==> src/rtl/mux2_rr_arbiter.sv <==
// Round-robin 2:1 stream arbiter: holds a grant for a whole packet or MAX_BEATS beats, then alternates.
// Grant decision is registered (1 cycle), the datapath is combinational; Y_ready stalls the granted side only.
module mux2_rr_arbiter #(
  parameter int DATA_W    = 8,
  parameter int MAX_BEATS = 16
) (
  input  logic              Clk,
  input  logic              Reset,
  input  logic              A_valid,
  input  logic [DATA_W-1:0] A_data,
  input  logic              A_last,
  output logic              A_ready,
  input  logic              B_valid,
  input  logic [DATA_W-1:0] B_data,
  input  logic              B_last,
  output logic              B_ready,
  output logic              Y_valid,
  output logic [DATA_W-1:0] Y_data,
  output logic              Y_last,
  input  logic              Y_ready,
  output logic              Select,
  output logic              Busy
);

  localparam int CNT_W = (MAX_BEATS < 1) ? 1 : $clog2(MAX_BEATS + 1);
  localparam logic [CNT_W-1:0] LIMIT = CNT_W'((MAX_BEATS < 1) ? 0 : MAX_BEATS - 1);
  localparam logic LIMIT_EN = (MAX_BEATS > 0);

  typedef enum logic [1:0] {IDLE, GRANT_A, GRANT_B} state_t;

  state_t           state_q, state_d;
  logic             ptr_a_q, ptr_a_d;
  logic [CNT_W-1:0] cnt_q, cnt_d;
  logic             select_q, busy_q;
  logic             beat, cur_last, release_now;

  function automatic state_t decide(input logic ptr_a, input logic av, input logic bv);
    if (av && bv) return ptr_a ? GRANT_A : GRANT_B;
    if (av)       return GRANT_A;
    if (bv)       return GRANT_B;
    return IDLE;
  endfunction

  always_comb begin
    beat     = 1'b0;
    cur_last = 1'b0;
    case (state_q)
      GRANT_A: begin beat = A_valid & Y_ready; cur_last = A_last; end
      GRANT_B: begin beat = B_valid & Y_ready; cur_last = B_last; end
      default: begin beat = 1'b0; cur_last = 1'b0; end
    endcase
    // Last beat and beat limit on the same cycle collapse into one release.
    release_now = beat & (cur_last | (LIMIT_EN & (cnt_q == LIMIT)));
  end

  always_comb begin
    state_d = state_q;
    ptr_a_d = ptr_a_q;
    cnt_d   = cnt_q;
    if (state_q == IDLE) begin
      state_d = decide(ptr_a_q, A_valid, B_valid);
      cnt_d   = '0;
    end else if (release_now) begin
      ptr_a_d = (state_q != GRANT_A);
      state_d = decide(ptr_a_d, A_valid, B_valid);
      cnt_d   = '0;
    end else if (beat) begin
      cnt_d = cnt_q + CNT_W'(1);
    end
  end

  always_ff @(posedge Clk or posedge Reset) begin
    if (Reset) begin
      state_q  <= IDLE;
      ptr_a_q  <= 1'b1;
      cnt_q    <= '0;
      select_q <= 1'b0;
      busy_q   <= 1'b0;
    end else begin
      state_q  <= state_d;
      ptr_a_q  <= ptr_a_d;
      cnt_q    <= cnt_d;
      select_q <= (state_d == GRANT_A);
      busy_q   <= (state_d != IDLE);
    end
  end

  always_comb begin
    Y_valid = 1'b0;
    Y_data  = '0;
    Y_last  = 1'b0;
    A_ready = 1'b0;
    B_ready = 1'b0;
    case (state_q)
      GRANT_A: begin
        Y_valid = A_valid;
        Y_last  = A_valid & A_last;
        Y_data  = A_valid ? A_data : '0;
        A_ready = Y_ready;
      end
      GRANT_B: begin
        Y_valid = B_valid;
        Y_last  = B_valid & B_last;
        Y_data  = B_valid ? B_data : '0;
        B_ready = Y_ready;
      end
      default: ;
    endcase
  end

  assign Select = select_q;
  assign Busy   = busy_q;

endmodule

==> config.mk <==
export PLATFORM = sky130hd
export DESIGN_NAME = mux2_rr_arbiter
export DESIGN_NICKNAME = d
export VERILOG_FILES = /design/src/rtl/mux2_rr_arbiter.sv
export SDC_FILE = /design/constraint.sdc
export NUM_CORES = 1
export LEC_CHECK = 0
export BUFFER_PORTS_ARGS = -buffer_cell sky130_fd_sc_hd__buf_2
export CORE_AREA = 2 2 47 49
export DETAILED_ROUTE_END_ITERATION = 10
export DIE_AREA = 0 0 49 51
export PLACE_DENSITY = 0.74
export SYNTH_ARGS = -nofsm -noshare
export SYNTH_HDL_FRONTEND = slang
export SYNTH_SLANG_ARGS = --single-unit
export TNS_END_PERCENT = 10
==> constraint.sdc <==
create_clock -name Clk -period 2.75 [get_ports Clk]
set_clock_uncertainty 0.1 [all_clocks]
set_input_delay 0.55 -clock Clk [delete_from_list [all_inputs] [get_ports Clk]]
set_output_delay 0.55 -clock Clk [all_outputs]
set_load 0.02 [all_outputs]
# After elaboration in Yosys (flattened, before gate mapping)
# Index checks and enable logic that the tools add are counted.
# totals
latch_bits	0
mem_count	0
inputBits	23
ff_bits	10
output_inout_bits	14
mem_bits_ro	0
ramBits	0
wordCells	69
# classes
n_reduce_logical	5
add_sub_neg	1
n_mux	46
bitwise_logic	7
mul	0
shift	0
n_lt_le_gt_ge	0
div	0
eq_ne	5
# op_table
operator	count
$mux 2	16
$mux 1	20
$mux 8	2
$pmux 8 s2	1
$mux 5	3
$pmux 1 s2	4
$add 5x1->5 const B	1
$and 1x1->1	5
$eq 5x4->1 const B	1
$eq 2x1->1 const B	2
$reduce_bool 3->1	1
$eq 2x2->1 const B	1
$logic_not 2->1	1
$ne 2x1->1 const B	1
$reduce_and 2->1	1
$reduce_bool 2->1	1
$logic_and 1x1->1	1
$not 1->1	1
$or 1x1->1	1

# Longest topological paths before layout
# depth
word_depth	19
mapped_depth	8
mapped_depth_nobuf	7

# Worst setup path before layout
# No wires, ideal clock.
# synth_timing
kind	register -> output
from	register state_q[0]
to	output port Y_data[0]
path_stages_with_launch	7
t_required_ps	2100
slack_ps	541
arrival_ps	1559
path_cell_list	dfrtp_1 inv_1 ha_1 and2_1 clkbuf_1 a22oi_1 nor2b_1
# synth_between
elab_chain_len	2
# synth_lines
element	line_no	rtl
start: declaration	31	state_t state_q, state_d;
start signal: assignment	80	state_q <= state_d;
$eq 2x2->1 / $eq 2x1->1 (equally long branches)	94	case (state_q)
$pmux 8 s2 *	94	
end: declaration	18	output logic [DATA_W-1:0] Y_data,
# Every way passes the cells marked *; elsewhere a longest branch is shown, timed or not.

# Worst setup path in the final report
# layout_timing
from	register state_q[0]
to	output port Y_data[5]
# The elaborated chain is that of the path after synthesis.

==> PnR_summary.wiki <==
{| class="wikitable"
! Metric !! Value
|-
| DP Wirelength || between 1500 and 2000 µm
|-
| Overall Power || 935 µW
|-
| Number of enable-type register cells in the synthesized netlist || 0
|-
| Placer's final routability congestion estimate || 0.720
|-
| Core Area || 2060 µm²
|-
| Drt drc || 0
|-
| CTS tree || yes
|-
| Synthesized-area fraction occupied by xor and xnor cells || 0%
|-
| Top-Level Pins || 37
|-
| Clock buffer depth || 2
|-
| Run status || finished clean
|-
| Number of H-tree branching levels || 1
|-
| Number of hold-slack violations in the final timing report || 0
|-
| Lkg Pwr || between 0.0005 and 0.0006 µW
|-
| Crit. Startpoint || state_q[0]$_DFF_PP0_
|-
| Residual overflow from global routing || 0
|-
| TritonCTS Buffers || 3
|-
| Drt first pass iters || 4
|-
| IR drop worst, VDD || between 0.0004 and 0.0005 V
|-
| Leading post-synthesis cells by cell area || sky130_fd_sc_hd__dfrtp_1 26%, sky130_fd_sc_hd__nor2b_1 9.5%, sky130_fd_sc_hd__ha_1 8.8%
|-
| Post-layout instance count excluding filler cells || 162
|-
| Vias in the first global route || 790
|-
| Worst setup EP type || output pin
|-
| Remaining antenna violation count after routing || 0
|-
| CP Launch Type || flop
|-
| Start-to-end type of the worst setup path || flop to output pin
|-
| Maximum achievable frequency || approximately 400 MHz
|-
| Die X || roughly 50 µm
|-
| Global-route total usage across every layer || around 18%
|-
| Count of hold-fix buffers inserted at cts || 0
|-
| Diode count || 0
|-
| Die Span Y || 51 µm
|-
| Final routed wirelength across all metal layers || ~2000 µm
|-
| Total standard cell area after synthesis || 853 µm²
|-
| Post-route design area || 1080 µm²
|-
| Clk slew on worst S/H paths || ~70 ps
|-
| Total number of vias || 870
|-
| Sink count of the clock tree || 10
|-
| Post-synthesis cell type count || 33
|-
| Final max-slew violation count || 0
|-
| Critical R2R Launch || cnt_q[0]$_DFFE_PP0P_
|-
| Root cell of the clock tree || sky130_fd_sc_hd__clkbuf_4
|-
| Register area share after synthesis || 29.5%
|-
| Synth area leader || sky130_fd_sc_hd__dfrtp_1
|-
| Fill cell total of the finished layout || ~190
|-
| Most common library cell in the layout ignoring fill and taps || sky130_fd_sc_hd__buf_2
|-
| Depth of the most critical reg-to-reg path || 7
|-
| Post-synth ARST share || between 90% and 100%
|-
| Number of max-cap violations || 0
|-
| Power density of the placed cells || between 800 and 900 nW/µm²
|-
| Vias per cell || approximately 5.4
|-
| Arr. time, crit path || between 1500 and 2000 ps
|-
| Routed wirelength normalized by instance count || about 12 µm
|-
| First DRT Iteration DRCs || 20
|-
| Simple-gate portion of the synthesized area || between 20 and 30%
|-
| Placed Area || 1040 µm²
|-
| Total of flip-flops plus latches after synthesis || 10
|-
| Starting density of the core || between 40% and 50%
|-
| Worst rel slew slack || 66.6%
|-
| Final Setup Violations || 0
|-
| Mean area per synthesized cell || approximately 8.5 µm²
|-
| Number of cells upsized or downsized after cts || 0
|-
| Combinational family with the most area after synthesis || simple AND/OR/NAND/NOR gates
|-
| Slew at the pin closest to its max-slew limit || ~500 ps
|-
| Fin util || between 50% and 60%
|-
| Row Count || 17
|-
| Worst r2r dst || cnt_q[3]$_DFFE_PP0P_
|-
| Data required, critical path || 2100 ps
|-
| Hold crit path type || input port to async pin
|-
| Port bufs || 36
|-
| Area delta synth->final || 26.5%
|-
| Number of placed instances, taps included || 158
|-
| Leading cell types in the layout, fill and taps excluded || 36 x sky130_fd_sc_hd__buf_2, 13 x sky130_fd_sc_hd__nor2b_1, 9 x sky130_fd_sc_hd__dfrtp_1, 9 x sky130_fd_sc_hd__nand2_1, 8 x sky130_fd_sc_hd__a22oi_1
|-
| Overall die area || roughly 2500 µm²
|-
| Worst skew pair latency || between 200 and 300 ps
|-
| Portion of netlist area occupied by mux cells || around 3.7%
|-
| Antenna violations before repair || 0
|-
| Complex-gate fraction of the synthesized area || 22.6%
|-
| Adder and majority gate portion of the synthesized area || between 8 and 9%
|-
| Most instantiated flip-flop cell in the synthesis netlist || sky130_fd_sc_hd__dfrtp_1
|-
| Tcrit/Tclk final || 91.1%
|-
| Min Clock Period, post-route || 2500 ps
|-
| Synthesis warning total || 0
|-
| Worst Path Max Fanout || 10
|-
| Number of cells produced by synthesis || 100
|-
| Post-CTS setup-driven buffer insertion count || 0
|-
| Global-route wire length before repair || 3450 µm
|-
| Layout cell share with drive strength beyond 1 || 34.3%
|-
| Pin count of the biggest net entering global routing || 18
|-
| Total Neg Setup Slack || 0 ps
|-
| Flop-to-flop setup slack || between 400 and 500 ps
|-
| Total number of nets in the final design || approximately 160
|-
| Area share of the largest cell type after synthesis || 26.4%
|-
| Worst setup endpoint || Y_data[5]
|-
| Number of nets in the synthesized netlist || 129
|-
| RSZ-0062 raised after global routing || false
|}
[cell type report]
cell class | instances | area (µm²) | share of cell area, %
flip-flops and latches | 10 | 251 | 23.3
repair buffers | 36 | 180 | 16.7
well taps | 28 | 35.0 | 3.24
inverters | 6 | 22.5 | 2.09
multi-input cells | 78 | 554 | 51.3
clock buffers | 4 | 36.3 | 3.36
[metal layers]
| metal | GRT usage, % | vias to the layer above | share of wire, % |
|---|---|---|---|
| li1 | - | 428 | - |
| met1 | 22.0 | 398 | 43 |
| met2 | 28.3 | 39 | 45 |
| met3 | 5.85 | 5 | 9.4 |
| met4 | 8.57 | 0 | 2.1 |
| met5 | 0 | - | 0 |
[cell usage after synthesis, types with 2 or more instances]
cell type,n
sky130_fd_sc_hd__o21ai_0,4
sky130_fd_sc_hd__o31ai_1,2
sky130_fd_sc_hd__nand3_1,5
sky130_fd_sc_hd__a31oi_1,3
sky130_fd_sc_hd__mux2i_1,2
sky130_fd_sc_hd__nand2_1,9
sky130_fd_sc_hd__nor2b_1,13
sky130_fd_sc_hd__clkbuf_1,4
sky130_fd_sc_hd__a21oi_1,3
sky130_fd_sc_hd__a22oi_1,8
sky130_fd_sc_hd__and2_1,4
sky130_fd_sc_hd__dfrtp_1,9
sky130_fd_sc_hd__nand3b_1,3
sky130_fd_sc_hd__inv_1,6
sky130_fd_sc_hd__ha_1,6
sky130_fd_sc_hd__o22ai_1,2
[worst min path at each step]
stage,end,slack (ps),depth (start not counted),start
global placement,ptr_a_q$_DFFE_PP1P_,390,2,ptr_a_q$_DFFE_PP1P_
floorplan,Busy$_DFF_PP0_,290,1,Reset
CTS,Select$_DFF_PP0_,150,2,Reset
global route,cnt_q[1]$_DFFE_PP0P_,170,2,Reset
finish,Busy$_DFF_PP0_,140,2,Reset
detailed placement,ptr_a_q$_DFFE_PP1P_,390,2,ptr_a_q$_DFFE_PP1P_
[power by group]
group | switching (µW) | internal [µW]
sequential | 32.0 | 196
combinational | 338 | 231
clock | 57.5 | 80.6
[logic make-up after synthesis]
group	after synthesis
buffers and inverters	12
flip-flops	10
AO/OA/AOI/OAI	26
AND/OR/NAND/NOR	43
adder cells (fa/ha/maj)	6
multiplexers	3
[critical path, cell delays in order (launching register included)]
cell,delay [ps]
sky130_fd_sc_hd__dfrtp_1,400
sky130_fd_sc_hd__inv_1,110
sky130_fd_sc_hd__ha_1,250
sky130_fd_sc_hd__and2_1,380
sky130_fd_sc_hd__a22oi_1,160
sky130_fd_sc_hd__nor2b_1,120
sky130_fd_sc_hd__buf_2,160
[sequential cells by signal (all words and copies together) (netlist names)]
signal / flops
ptr_a_q: 1
Select: 1
Busy: 1
state_q: 2
cnt_q: 5
[through the flow]
| step | setup slack (ps) | hold WS, ps |
|---|---|---|
| after floorplan | 541 | 289 |
| after global placement | 538 | 391 |
| after detailed placement | 492 | 393 |
| after CTS | 243 | 152 |
| after global routing | 64.7 | 166 |
| final | 245 | 141 |
Power figures use the tool's default switching activity.
